--- config.mk ---
export PLATFORM = sky130hd
export DESIGN_NAME = turfio_cmd_arbiter
export DESIGN_NICKNAME = d
export VERILOG_FILES = /design/src/rtl/turfio_cmd_pkg.sv /design/src/rtl/rr_priority_encoder.sv /design/src/rtl/turfio_cmd_arbiter.sv
export SDC_FILE = /design/constraint.sdc
export NUM_CORES = 1
export LEC_CHECK = 0
export ABC_AREA = 1
export BUFFER_PORTS_ARGS = -buffer_cell sky130_fd_sc_hd__buf_2
export CAP_MARGIN = 20
export CORE_UTILIZATION = 46
export CTS_CLUSTER_SIZE = 30
export DETAILED_ROUTE_END_ITERATION = 10
export PLACE_DENSITY = 0.78
export SYNTH_ARGS = -nofsm -noshare
export SYNTH_HDL_FRONTEND = slang
export SYNTH_SLANG_ARGS = --single-unit
--- constraint.sdc ---
create_clock -name clk_i -period 1.99 [get_ports clk_i]
set_clock_uncertainty 0.15 [all_clocks]
set_input_delay 0 -clock clk_i [delete_from_list [all_inputs] [get_ports clk_i]]
set_output_delay 0 -clock clk_i [all_outputs]
set_load 0.005 [all_outputs]
--- src/rtl/turfio_cmd_pkg.sv ---
`default_nettype none
// ============================================================================
// Module   : turfio_cmd_pkg
// Brief    : Shared types and widths for the TURFIO command arbiter.
// Revision : 1.0 - initial release
// ============================================================================
package turfio_cmd_pkg;

    // Width of one command word toward the TURFIO link.
    localparam int CMD_W   = 32;
    // Width of the saturating timeout counter.
    localparam int TOCNT_W = 16;

    // Arbiter FSM states.
    typedef enum logic [1:0] {
        IDLE  = 2'd0,
        GRANT = 2'd1,
        ACK   = 2'd2,
        ABORT = 2'd3
    } state_t;

endpackage
`default_nettype wire

--- src/rtl/rr_priority_encoder.sv ---
`default_nettype none
// ============================================================================
// Module   : rr_priority_encoder
// Brief    : Combinational round-robin picker. Searches the request vector
//            starting one position after last_grant (wrapping) and returns
//            the first pending requester as a one-hot winner.
// Revision : 1.0 - initial release
// ============================================================================
module rr_priority_encoder #(
    parameter int NREQ = 3,
    parameter int LGW  = (NREQ > 1) ? $clog2(NREQ) : 1
) (
    input  logic [NREQ-1:0] req,
    input  logic [LGW-1:0]  last_grant,
    output logic [NREQ-1:0] winner,
    output logic            valid
);

    // One extra bit so last_grant + offset never overflows before wrapping.
    localparam int SW = LGW + 1;

    logic [SW-1:0]  sum;
    logic [LGW-1:0] idx;

    // Walk offsets 1..NREQ from last_grant; the first pending index wins.
    always_comb begin
        winner = '0;
        valid  = 1'b0;
        sum    = '0;
        idx    = '0;
        for (int off = 1; off <= NREQ; off++) begin
            sum = {1'b0, last_grant} + SW'(off);
            if (sum >= SW'(NREQ)) begin
                sum = sum - SW'(NREQ);
            end
            idx = sum[LGW-1:0];
            if (!valid && req[idx]) begin
                winner[idx] = 1'b1;
                valid       = 1'b1;
            end
        end
    end

endmodule
`default_nettype wire

--- src/rtl/turfio_cmd_arbiter.sv ---
`default_nettype none
// ============================================================================
// Module   : turfio_cmd_arbiter
// Brief    : Round-robin arbiter feeding a single TURFIO command link from
//            NREQ requesters, with per-grant acknowledge timeout and a
//            saturating count of abandoned commands.
// Revision : 1.0 - initial release
// ============================================================================
module turfio_cmd_arbiter
    import turfio_cmd_pkg::*;
#(
    parameter int NREQ           = 3,
    parameter int TIMEOUT_CYCLES = 1023,
    parameter     CLKTYPE        = "NONE"
) (
    input  logic                   clk_i,
    input  logic                   rst_i,
    input  logic [NREQ-1:0]        req_pending_i,
    input  logic [CMD_W*NREQ-1:0]  req_dat_i,
    output logic [NREQ-1:0]        req_ack_o,
    output logic                   cmd_pending_o,
    output logic [CMD_W-1:0]       cmd_dat_o,
    input  logic                   cmd_ack_i,
    output logic [NREQ-1:0]        grant_o,
    output logic                   busy_o,
    output logic                   timeout_o,
    output logic [TOCNT_W-1:0]     timeout_count_o
);

    localparam int LGW = (NREQ > 1) ? $clog2(NREQ) : 1;

    state_t                 state;
    state_t                 state_nx;
    logic [LGW-1:0]         last_grant;
    logic [LGW-1:0]         grant_idx;
    logic [TOCNT_W-1:0]     wait_cnt;
    logic                   timeout_hit;
    logic                   armed;
    logic [NREQ-1:0]        win;
    logic                   win_vld;
    logic [CMD_W-1:0]       win_dat;

    (* CUSTOM_CC_SRC = CLKTYPE *) logic [NREQ-1:0]    grant_r;
    (* CUSTOM_CC_SRC = CLKTYPE *) logic [CMD_W-1:0]   cmd_dat_r;
    (* CUSTOM_CC_SRC = CLKTYPE *) logic [TOCNT_W-1:0] to_cnt_r;

    rr_priority_encoder #(
        .NREQ (NREQ),
        .LGW  (LGW)
    ) u_rr (
        .req        (req_pending_i),
        .last_grant (last_grant),
        .winner     (win),
        .valid      (win_vld)
    );

    // OR-mux of the winning requester's command word (winner is one-hot).
    always_comb begin
        win_dat = '0;
        for (int k = 0; k < NREQ; k++) begin
            if (win[k]) begin
                win_dat = win_dat | req_dat_i[CMD_W*k +: CMD_W];
            end
        end
    end

    // Index of the current grant, used to advance the round-robin pointer.
    always_comb begin
        grant_idx = '0;
        for (int k = 0; k < NREQ; k++) begin
            if (grant_r[k]) begin
                grant_idx = LGW'(k);
            end
        end
    end

    assign timeout_hit = (wait_cnt == TOCNT_W'(TIMEOUT_CYCLES - 1));

    // Next-state logic; an ack always beats a coincident timeout.
    always_comb begin
        state_nx = state;
        case (state)
            IDLE:    if (armed && win_vld) state_nx = GRANT;
            GRANT: begin
                if (cmd_ack_i)        state_nx = ACK;
                else if (timeout_hit) state_nx = ABORT;
            end
            ACK:     state_nx = IDLE;
            ABORT:   state_nx = IDLE;
            default: state_nx = IDLE;
        endcase
    end

    // State register.
    always_ff @(posedge clk_i or posedge rst_i) begin
        if (rst_i) state <= IDLE;
        else       state <= state_nx;
    end

    // Grant, command latch, wait counter, round-robin pointer and timeout count.
    // 'armed' holds off the first grant until one full edge after reset release.
    always_ff @(posedge clk_i or posedge rst_i) begin
        if (rst_i) begin
            armed      <= 1'b0;
            grant_r    <= '0;
            cmd_dat_r  <= '0;
            wait_cnt   <= '0;
            last_grant <= LGW'(NREQ - 1);
            to_cnt_r   <= '0;
        end else begin
            armed <= 1'b1;
            case (state)
                IDLE: begin
                    if (state_nx == GRANT) begin
                        grant_r   <= win;
                        cmd_dat_r <= win_dat;
                        wait_cnt  <= '0;
                    end
                end
                GRANT: begin
                    if (!cmd_ack_i) begin
                        wait_cnt <= wait_cnt + TOCNT_W'(1);
                    end
                    if (state_nx != GRANT) begin
                        last_grant <= grant_idx;
                    end
                    if (state_nx == ABORT && to_cnt_r != '1) begin
                        to_cnt_r <= to_cnt_r + TOCNT_W'(1);
                    end
                end
                ACK, ABORT: begin
                    grant_r <= '0;
                end
                default: begin
                    grant_r <= '0;
                end
            endcase
        end
    end

    assign cmd_pending_o   = (state == GRANT);
    assign busy_o          = (state != IDLE);
    assign timeout_o       = (state == ABORT);
    assign req_ack_o       = (state == ACK || state == ABORT) ? grant_r : '0;
    assign grant_o         = grant_r;
    assign cmd_dat_o       = cmd_dat_r;
    assign timeout_count_o = to_cnt_r;

endmodule
`default_nettype wire

==> out/metrics.csv, run 1 <==
metric,value,unit
CTS tree,done,
CTS max path bufs,2,
clock buffer count from CTS,9,
number of vias after detailed routing,6374,
"count leader, synth",nand2_1,
RSZ-0062 raised after global routing,true,
syn_nets,777,
Slew HR,66.3,%
Period minus WS final,2.71,ns
Syn Inst Count,666,
routed vias/inst,5.82,
Synth top cells by count,"nand2_1, nor2_1, dfrtp_1",
clock sinks,72,
fin area,0.00756,sq mm
startpoint types,flip-flop,
buffers added on ports,158,
Worst Path Required,2.10,ns
antenna violations before repair,2,
Max Cap Violations,0,
worst-path fanout max,7,
drt drc,0,
nets@finish,1073,
crit path capture type,flip-flop,
core footprint,0.00937,sq mm
largest area contributor in the netlist,dfrtp_1,
die area,0.0102,sq mm
Placement Setup Slack,-0.255,ns
ys flop type,dfrtp_1,
I/O pins,159,
final-layout fill cell count,522,
status,"finished, violations left",
failing checks,negative setup slack,
"Remaining Overflow, GRT",0,
leak pwr,0.00387,uW
register area share after synthesis,40.0,%
Area after DPL,0.00563,sq mm
final setup vio count,52,
TritonRoute pass-1 iters,6,
DRT antenna net count,0,
fmax,0.370,GHz
synthesis-to-finish area growth,67.6,%
maximum vdd ir drop,1.20,mV
die height,101,microns
Final Cycle Share,136,%
1st-iter DRT viols,628,
Synth cell types,29,
setup tns final,-20.51,ns
post-synth design cell area,0.00451,sq mm
Syn Area/Cell,6.77,sq um
Inserted Diodes,0,
WL/cell,20.0,microns
fin cells,1096,
H-tree lvl count,3,
Synth warnings,0,
final core occ,80.7,%
Placer Congestion,1.03,
Worst Hold Class,in2async,
first-pass GRT wire length,27.4,mm
largest net degree at the start of global routing,30,
Setup WS post-layout,-0.716,ns
Synth Register Bits,72,
WS Path Type,reg2reg,
Starting Density,48.1,%
"EDFF count, synth",0,
Final Hold Fails,0,
final wirelength,22.0,mm
proportion of layout cells with a drive suffix above 1,34.0,%
crit path DAT,2.82,ns
actual slew at the worst max-slew pin,0.501,ns
total track usage,34.9,%
HPWL after DPL,9.43,mm
Synth top area share,39.4,%
Power Density,1660,mW/mm^2
die extent in x,101,microns
clock root cell,clkbuf_8,
Worst-path clk slew,0.10,ns
top post-synthesis cells by area,"dfrtp_1, nand2_1, nor2_1",
Worst-Skew Late Latency,0.37,ns
vias in the first global route,5854,
Max Slew Vio Count,0,
standard-cell rows,35,
post-synthesis async set-or-reset flop share,100,%
dpl cells,963,
[kinds of logic (layout without fill, tap and decap cells)]
kind of cell | count (synthesis) | after routing | share of synthesized area [%]
xor+xnor | 23 | 23 | 4.47
fa+ha+maj | 9 | 9 | 2.50
buf+inv | 72 | 373 | 8.04
other cells | 1 | 1 | 0.0831
compound gates | 30 | 30 | 3.44
flops | 72 | 72 | 40.0
simple gates | 459 | 459 | 41.5
[what timing repair did]
| item | in CTS | in global routing |
|---|---|---|
| gates cloned | 3 | 7 |
| gates resized for setup | 53 | 82 |
| buffers inserted | 7 | 3 |
| hold buffers | 98 | 0 |
| endpoints found under the setup margin | 51 | 69 |
| endpoints found under the hold margin | 105 | 0 |
| pin swaps | 9 | 29 |
[state kept, by name, summed over array words and instances (netlist names)]
signal / count
cmd_dat_o: 32
timeout_count_o: 16
wait_cnt: 16
grant_o: 3
last_grant: 2
state: 2
armed: 1
[metrics by stage]
step	hold WS (ns)	power, uW
after floorplan	0.0629	5810
after global placement	-0.0975	7200
after detailed placement	-0.0996	7380
after CTS	0.0638	9580
after global routing	0.0929	13000
final	0.0502	12500
[cell usage in the layout, fill, tap and decap left out, drive strengths merged]
cell,instances
clkinv,2
nand4,10
nor2,138
nand3,31
nor3b,1
nand2,264
clkbuf,18
dlygate4sd3,98
inv,49
bufbuf,1
nand3b,1
ha,9
xnor2,7
bufinv,1
nor4,2
a21oi,4
dfstp,1
o21ai,24
nor3,12
conb,1
o31ai,2
xor2,16
buf,204
dfrtp,71
[layout make-up]
| cell class | count | area, sq um | share of cell area [%] |
|---|---|---|---|
| Multi-Input combinational cell | 522 | 2740 | 36.3 |
| Clock inverter | 3 | 40.0 | 0.530 |
| Tap cell | 129 | 161 | 2.14 |
| Clock buffer | 13 | 159 | 2.10 |
| Inverter | 49 | 199 | 2.63 |
| Timing Repair Buffer | 308 | 2450 | 32.5 |
| Sequential cell | 72 | 1800 | 23.9 |
[report_power, final]
part | internal (uW) | switching, uW
Clock | 646 | 623
Combinational | 3640 | 5350
Sequential | 1910 | 338
Total | 6210 | 6320
[worst paths after layout]
path / startpoint / to / slack, ns / cells after the start
setup reg to reg: last_grant[0] / cmd_dat_o[30] / -0.72 / 12
hold / removal: rst_i / timeout_count_o[2] / 0.05 / 3
setup / recovery: last_grant[0] / cmd_dat_o[30] / -0.72 / 12
hold reg to reg: cmd_dat_o[23] / cmd_dat_o[23] / 0.36 / 2
max in group asynchronous: rst_i / last_grant[1] / 0.96 / 4
min in group clk_i: req_pending_i[2] / grant_o[2] / 0.29 / 8
[per-layer routing]
metal,part of all wire (%),track usage (%),up-vias
met5,0,0,-
met4,10,17.1,0
met3,13,11.6,271
met2,44,60.1,617
met1,32,38.6,2835
li1,-,-,2651
[worst max-delay path, cell delays in order, from the launching register on]
cell	delay, ns
dfrtp_1	0.39
inv_1	0.22
ha_4	0.28
nor2_1	0.23
nor2_1	0.10
nor2_2	0.19
nand4_1	0.17
nand2_4	0.20
clkbuf_16	0.18
nand2_1	0.06
nand2_1	0.08
nor2_1	0.04
nor2_1	0.28
Power figures use the tool's default switching activity.
==> run 2, diff against run 1 <==
MAX_ROUTING_LAYER = met4   (was not set)
==> run 2 against run 1 <==
The flow still finishes with violations (negative setup slack). Clock power grew 18%. Critical path depth rose by 3. Total power shrank 4.0%. Sequential power about the same. Via count down 5.9%. Final cell count fell by 0.55%. Sequential share of layout area grew 0.55 points. Critical endpoint is now cmd_dat_o[31].
==> out/metrics.csv, run 2 (synthesis gave the netlist of run 1 again) <==
metric,value,unit,change
I/O pins,159,,unchanged
clock root cell,clkbuf_8,,
Max Cap Violations,0,,unchanged
Worst Path Required,2.08,ns,-0.02 ns
"Remaining Overflow, GRT",0,,unchanged
dpl cells,962,,-0.10%
crit path DAT,2.75,ns,-0.07 ns
final wirelength,19.4,mm,-12%
Final Hold Fails,0,,unchanged
Flop pwr share,18.7,%,+0.7 points
Slew HR,62.9,%,-3.4 points
Worst-Skew Late Latency,0.35,ns,-0.02 ns
multi-input combinational cell area,0.00265,sq mm,-3.3%
first-pass GRT wire length,26.3,mm,-4.0%
clock sinks,72,,unchanged
WS Path Type,reg2reg,,
"commonest non-fill, non-tap cell in the layout",nand2_1,,
worst-path fanout max,8,,+1
Placer Congestion,1.06,,+2.7%
Starting Density,48.1,%,unchanged
Largest register FFs,32,,unchanged
Power Total,12000,uW,-4.0%
clock buffer count from CTS,9,,unchanged
1st-iter DRT viols,449,,-29%
register-to-register setup slack,-0.67,ns,+0.05 ns
most frequent cells in the layout,"nand2_1, buf_2, nor2_1",,
status,"finished, violations left",,
CP Launch Point,last_grant[1],,
Worst Hold Class,in2async,,
vias in the first global route,5666,,-3.2%
Final Cycle Share,134,%,-2.3 points
CTS max path bufs,2,,unchanged
startpoint types,flip-flop,,
Setup WS post-layout,-0.670,ns,+0.0464 ns
grt peak-use layer,met2,,
Comb pwr share,68.9,%,-3.0 points
CTS tree,done,,
drt drc,0,,unchanged
setup tns final,-18.44,ns,+2.07 ns
clock power share,12.4,%,+2.3 points
global routing met3 resource utilization,7.14,%,-4.4 points
fmax,0.376,GHz,+1.7%
fin area,0.00739,sq mm,-2.3%
RSZ-0062 raised after global routing,true,,
final-layout fill cell count,559,,+7.1%
FF/Latch Area,0.00180,sq mm,unchanged
M1 GR Usage,38.6,%,about the same
largest net degree at the start of global routing,38,,+27%
number of vias after detailed routing,6000,,-5.9%
switching share of total power,48.9,%,-1.5 points
TritonRoute pass-1 iters,6,,unchanged
standard-cell rows,35,,unchanged
maximum vdd ir drop,1.45,mV,+21%
buffers added on ports,158,,unchanged
Setup crit end,cmd_dat_o[31],,
Power Density,1630,mW/mm^2,-1.8%
proportion of layout cells with a drive suffix above 1,32.1,%,-1.9 points
routed vias/inst,5.50,,-5.3%
die height,101,microns,unchanged
Max Slew Vio Count,0,,unchanged
WL/cell,17.8,microns,-11%
GR Util met2,54.7,%,-5.4 points
H-tree lvl count,3,,unchanged
HPWL after DPL,9.51,mm,+0.85%
crit path capture type,flip-flop,,
failing checks,negative setup slack,,
antenna violations before repair,1,,-1
fin cells,1090,,-0.55%
P_sw,5880,uW,-6.9%
Worst-path clk slew,0.10,ns,about the same
nets@finish,1065,,-0.75%
core footprint,0.00937,sq mm,unchanged
Area after DPL,0.00564,sq mm,about the same
worst-case reg-to-reg path depth,15,,+3
leak pwr,0.00382,uW,-1.1%
worst r2r dst,cmd_dat_o[31],,
Int Pwr,6140,uW,-1.0%
DRT antenna net count,0,,unchanged
final setup vio count,51,,-1.9%
r2r startpoint,last_grant[1],,
Period minus WS final,2.66,ns,-0.0464 ns
die area,0.0102,sq mm,unchanged
die extent in x,101,microns,unchanged
actual slew at the worst max-slew pin,0.556,ns,+0.0546 ns
synthesis-to-finish area growth,63.8,%,
total track usage,34.0,%,-0.88 points
[run 2: cell types whose count changed in the layout (fill, tap and decap cells not counted), sizes merged]
cell,delta
bufbuf,-1
clkbuf,-3
inv,+3
clkinv,-1
buf,-8
diode,+2
bufinv,+2
[run 2: power groups by stage]
stage                     Combinational [uW]  Clock, uW  Sequential (uW)
after floorplan                         3600          0             2210
after global placement                  5020          0             2180
after detailed placement                5190          0             2190
after CTS                               5530       1480             2180
after global routing                    8720       1550             2270
final                                   8280       1500             2250
[run 2: how the worst min path moves through the flow]
| stage | start | end | slack [ns] | cells after the start |
|---|---|---|---|---|
| after floorplan | req_dat_i[0] | cmd_dat_o[0] | 0.06 | 4 |
| after global placement | rst_i | cmd_dat_o[27] | -0.06 | 2 |
| after detailed placement | rst_i | cmd_dat_o[27] | -0.06 | 2 |
| after CTS | rst_i | cmd_dat_o[27] | 0.12 | 3 |
| after global routing | rst_i | wait_cnt[6] | 0.15 | 3 |
| final | rst_i | cmd_dat_o[27] | 0.12 | 3 |
[run 2: layout make-up]
class | instances | share of cell area, %
diodes | 2 | 0.0678
well taps | 129 | 2.18
inverters | 49 | 2.63
clock inverters | 7 | 1.69
multi-input cells | 522 | 35.9
repair buffers | 300 | 31.5
flip-flops and latches | 72 | 24.4
clock buffers | 9 | 1.68
[run 2: worst max-delay path, stage by stage (launching register included)]
cell	delay [ns]
dfstp_2	0.58
inv_4	0.05
ha_4	0.33
inv_4	0.07
nand2_4	0.06
nand3_4	0.11
nand2_8	0.13
nand2_4	0.06
nand2_2	0.09
nand2_2	0.10
nand2_4	0.18
buf_12	0.15
nand2_1	0.05
nand2_1	0.10
nor2_1	0.07
nor2_1	0.26
[run 2: stage by stage]
step                      setup slack (ns)  hold WS, ns  util (%)
after floorplan                    -0.0689       0.0629         -
after global placement              -0.158      -0.0626      60.1
after detailed placement            -0.244      -0.0604      60.1
after CTS                           -0.252        0.120      73.9
after global routing                -0.780        0.147      78.8
final                               -0.670        0.118      78.8
[run 2: routing by layer]
metal  share of wire (%)  wire, microns
met3                 9.9           1930
met4                 8.4           1620
met1                  35           6760
met5                   0              0
met2                  47           9120
[run 2: timing repair]
item / in CTS / in global routing
endpoints found under the setup margin: 51 / 65
endpoints found under the hold margin: 106 / 0
buffers inserted: 1 / 4
pin swaps: 3 / 41
gates resized for setup: 15 / 84
hold buffers: 98 / 0
gates cloned: 0 / 7
==> run 3, diff against run 2 <==
CAP_MARGIN = 5   (was 20)
CORE_UTILIZATION = 51   (was 46)
PLACE_DENSITY = 0.81   (was 0.78)
clock period = 2.8 ns   (was 1.99 ns; I/O delays follow)
==> run 3 against run 2 <==
The run now ends clean. Non-clock buffer count is 33 lower. Via count is 3.9% lower. Clock power is 17% lower. Largest power group unchanged. Die area is 9.6% lower. Maximum frequency is 0.16% higher.
==> out/metrics.csv, run 3 (synthesis gave the netlist of run 1 again) <==
metric,value,unit,change
Area after DPL,0.00540,sq mm,-4.2%
crit path DAT,2.78,ns,+0.03 ns
maximum vdd ir drop,1.00,mV,-31%
M1 WL,6.14,mm,-9.1%
final-layout fill cell count,489,,-13%
I/O pins,159,,unchanged
CTS tree,done,,
leak pwr,0.00354,uW,-7.4%
Max Cap Violations,0,,unchanged
synthesis-to-finish area growth,48.5,%,
most frequent cells in the layout,"nand2_1, buf_2, nor2_1",,
worst-path fanout max,30,,+22
proportion of layout cells with a drive suffix above 1,21.8,%,-10 points
core footprint,0.00838,sq mm,-11%
Starting Density,53.8,%,+5.7 points
fin area,0.00670,sq mm,-9.3%
drt drc,0,,unchanged
Placer Congestion,0.918,,-13%
FF/Latch Area,0.00180,sq mm,about the same
setup tns final,0,ns,+18.44 ns
Period minus WS final,2.66,ns,-0.00427 ns
met3 wire length,1.80,mm,-6.6%
standard-cell rows,33,,-5.7%
Setup WS post-layout,0.145,ns,+0.814 ns
Max Slew Vio Count,0,,unchanged
Worst-Skew Late Latency,0.35,ns,about the same
highest routed layer,met4,,
"commonest non-fill, non-tap cell in the layout",nand2_1,,
Inserted Diodes,0,,-2
Worst Hold Class,in2async,,
clock sinks,72,,unchanged
fmax,0.377,GHz,+0.16%
actual slew at the worst max-slew pin,0.534,ns,-0.0218 ns
Worst Path Required,2.93,ns,+0.85 ns
Worst-path clk slew,0.09,ns,about the same
vias in the first global route,5810,,+2.5%
TritonRoute pass-1 iters,7,,+1
Final Hold Fails,0,,unchanged
routed vias/inst,5.59,,+1.6%
Largest register FFs,32,,unchanged
die area,0.00922,sq mm,-9.6%
final setup vio count,0,,-100%
clock buffer count from CTS,9,,unchanged
H-tree lvl count,3,,unchanged
WS Path Type,reg2reg,,
final wirelength,17.3,mm,-11%
number of vias after detailed routing,5766,,-3.9%
fin cells,1031,,-5.4%
Power Density,1010,mW/mm^2,-38%
"Remaining Overflow, GRT",0,,unchanged
die height,96.0,microns,-4.9%
1st-iter DRT viols,519,,+16%
nets@finish,1032,,-3.1%
status,"finished, final reports clean",,
total track usage,41.8,%,+7.8 points
largest net degree at the start of global routing,39,,+2.6%
clock root cell,clkbuf_8,,
HPWL after DPL,8.93,mm,-6.1%
DRT antenna net count,0,,unchanged
buffers added on ports,158,,unchanged
multi-input combinational cell area,0.00236,sq mm,-11%
antenna violations before repair,0,,-1
met2 WL,8.17,mm,-10%
Power Total,6800,uW,-43%
Slew HR,64.3,%,+1.4 points
Placement Setup Slack,0.294,ns,+0.538 ns
CTS max path bufs,2,,unchanged
dpl cells,917,,-4.7%
die extent in x,96.0,microns,-4.9%
crit path capture type,flip-flop,,
Final Cycle Share,94.8,%,-39 points
WL/cell,16.8,microns,-5.9%
first-pass GRT wire length,28.1,mm,+6.7%
startpoint types,flip-flop,,
[run 3: cell types whose count changed in the layout (fill, tap and decap cells not counted), sizes merged]
cell	previous run	this run
buf	196	169
bufinv	3	5
clkbuf	15	11
clkinv	1	0
diode	2	0
inv	52	49
[run 3: metal layers]
layer,track usage [%],vias up
met1,48.7,2603
met3,11.5,137
met4,24.8,0
met5,-,-
met2,64.5,469
li1,-,2557
[run 3: layout make-up]
cell class                 count  share of cell area, %
timing repair buffer         267                   28.6
inverter                      49                   2.78
sequential                    72                   26.9
clock inverter                 5                   2.24
multi-input combinational    522                   35.2
clock buffer                  11                   2.26
tap                          105                   1.96
[run 3: critical path, cell delays in order (launching register included)]
cell	delay, ns
dfstp_2	0.56
inv_1	0.13
ha_4	0.35
inv_2	0.07
nand2_1	0.09
nand3_2	0.12
nand2_4	0.13
nand2_1	0.08
nand2_1	0.07
nand2_1	0.06
nand2_2	0.14
buf_12	0.21
nand2_1	0.08
nand2_1	0.09
nor2_1	0.07
nor2_1	0.15
[run 3: through the flow]
stage | utilization (%) | hold slack (ns)
2_1_floorplan | - | 0.0629
5_1_grt | 79.9 | 0.0662
3_3_place_gp | 64.4 | -0.164
4_1_cts | 79.7 | 0.0132
6_report | 79.9 | 0.00670
3_5_place_dp | 64.4 | -0.158
[run 3: worst paths after layout]
check / from / endpoint / slack, ns / depth (start not counted)
min in group clk_i: req_pending_i[1] / grant_o[1] / 0.21 / 7
max in group asynchronous: rst_i / cmd_dat_o[11] / 1.72 / 4
worst max-delay path: last_grant[1] / cmd_dat_o[14] / 0.14 / 15
worst max register to register: last_grant[1] / cmd_dat_o[14] / 0.14 / 15
worst min-delay path: rst_i / cmd_dat_o[25] / 0.007 / 3
worst min register to register: cmd_dat_o[24] / cmd_dat_o[24] / 0.36 / 2
[run 3: what timing repair did]
item / CTS / global route
setup endpoints to repair: 0 / 32
buffers inserted: 0 / 0
resized for setup: 0 / 5
hold buffers: 98 / 0
hold endpoints to repair: 112 / 0
[run 3: power breakdown]
| part | total (uW) | leakage (uW) | switching, uW | internal, uW |
|---|---|---|---|---|
| clock | 1240 | 0.000150 | 415 | 821 |
| sequential | 1600 | 0.000882 | 237 | 1360 |
| combinational | 3960 | 0.00251 | 2560 | 1400 |
| total | 6800 | 0.00354 | 3220 | 3580 |
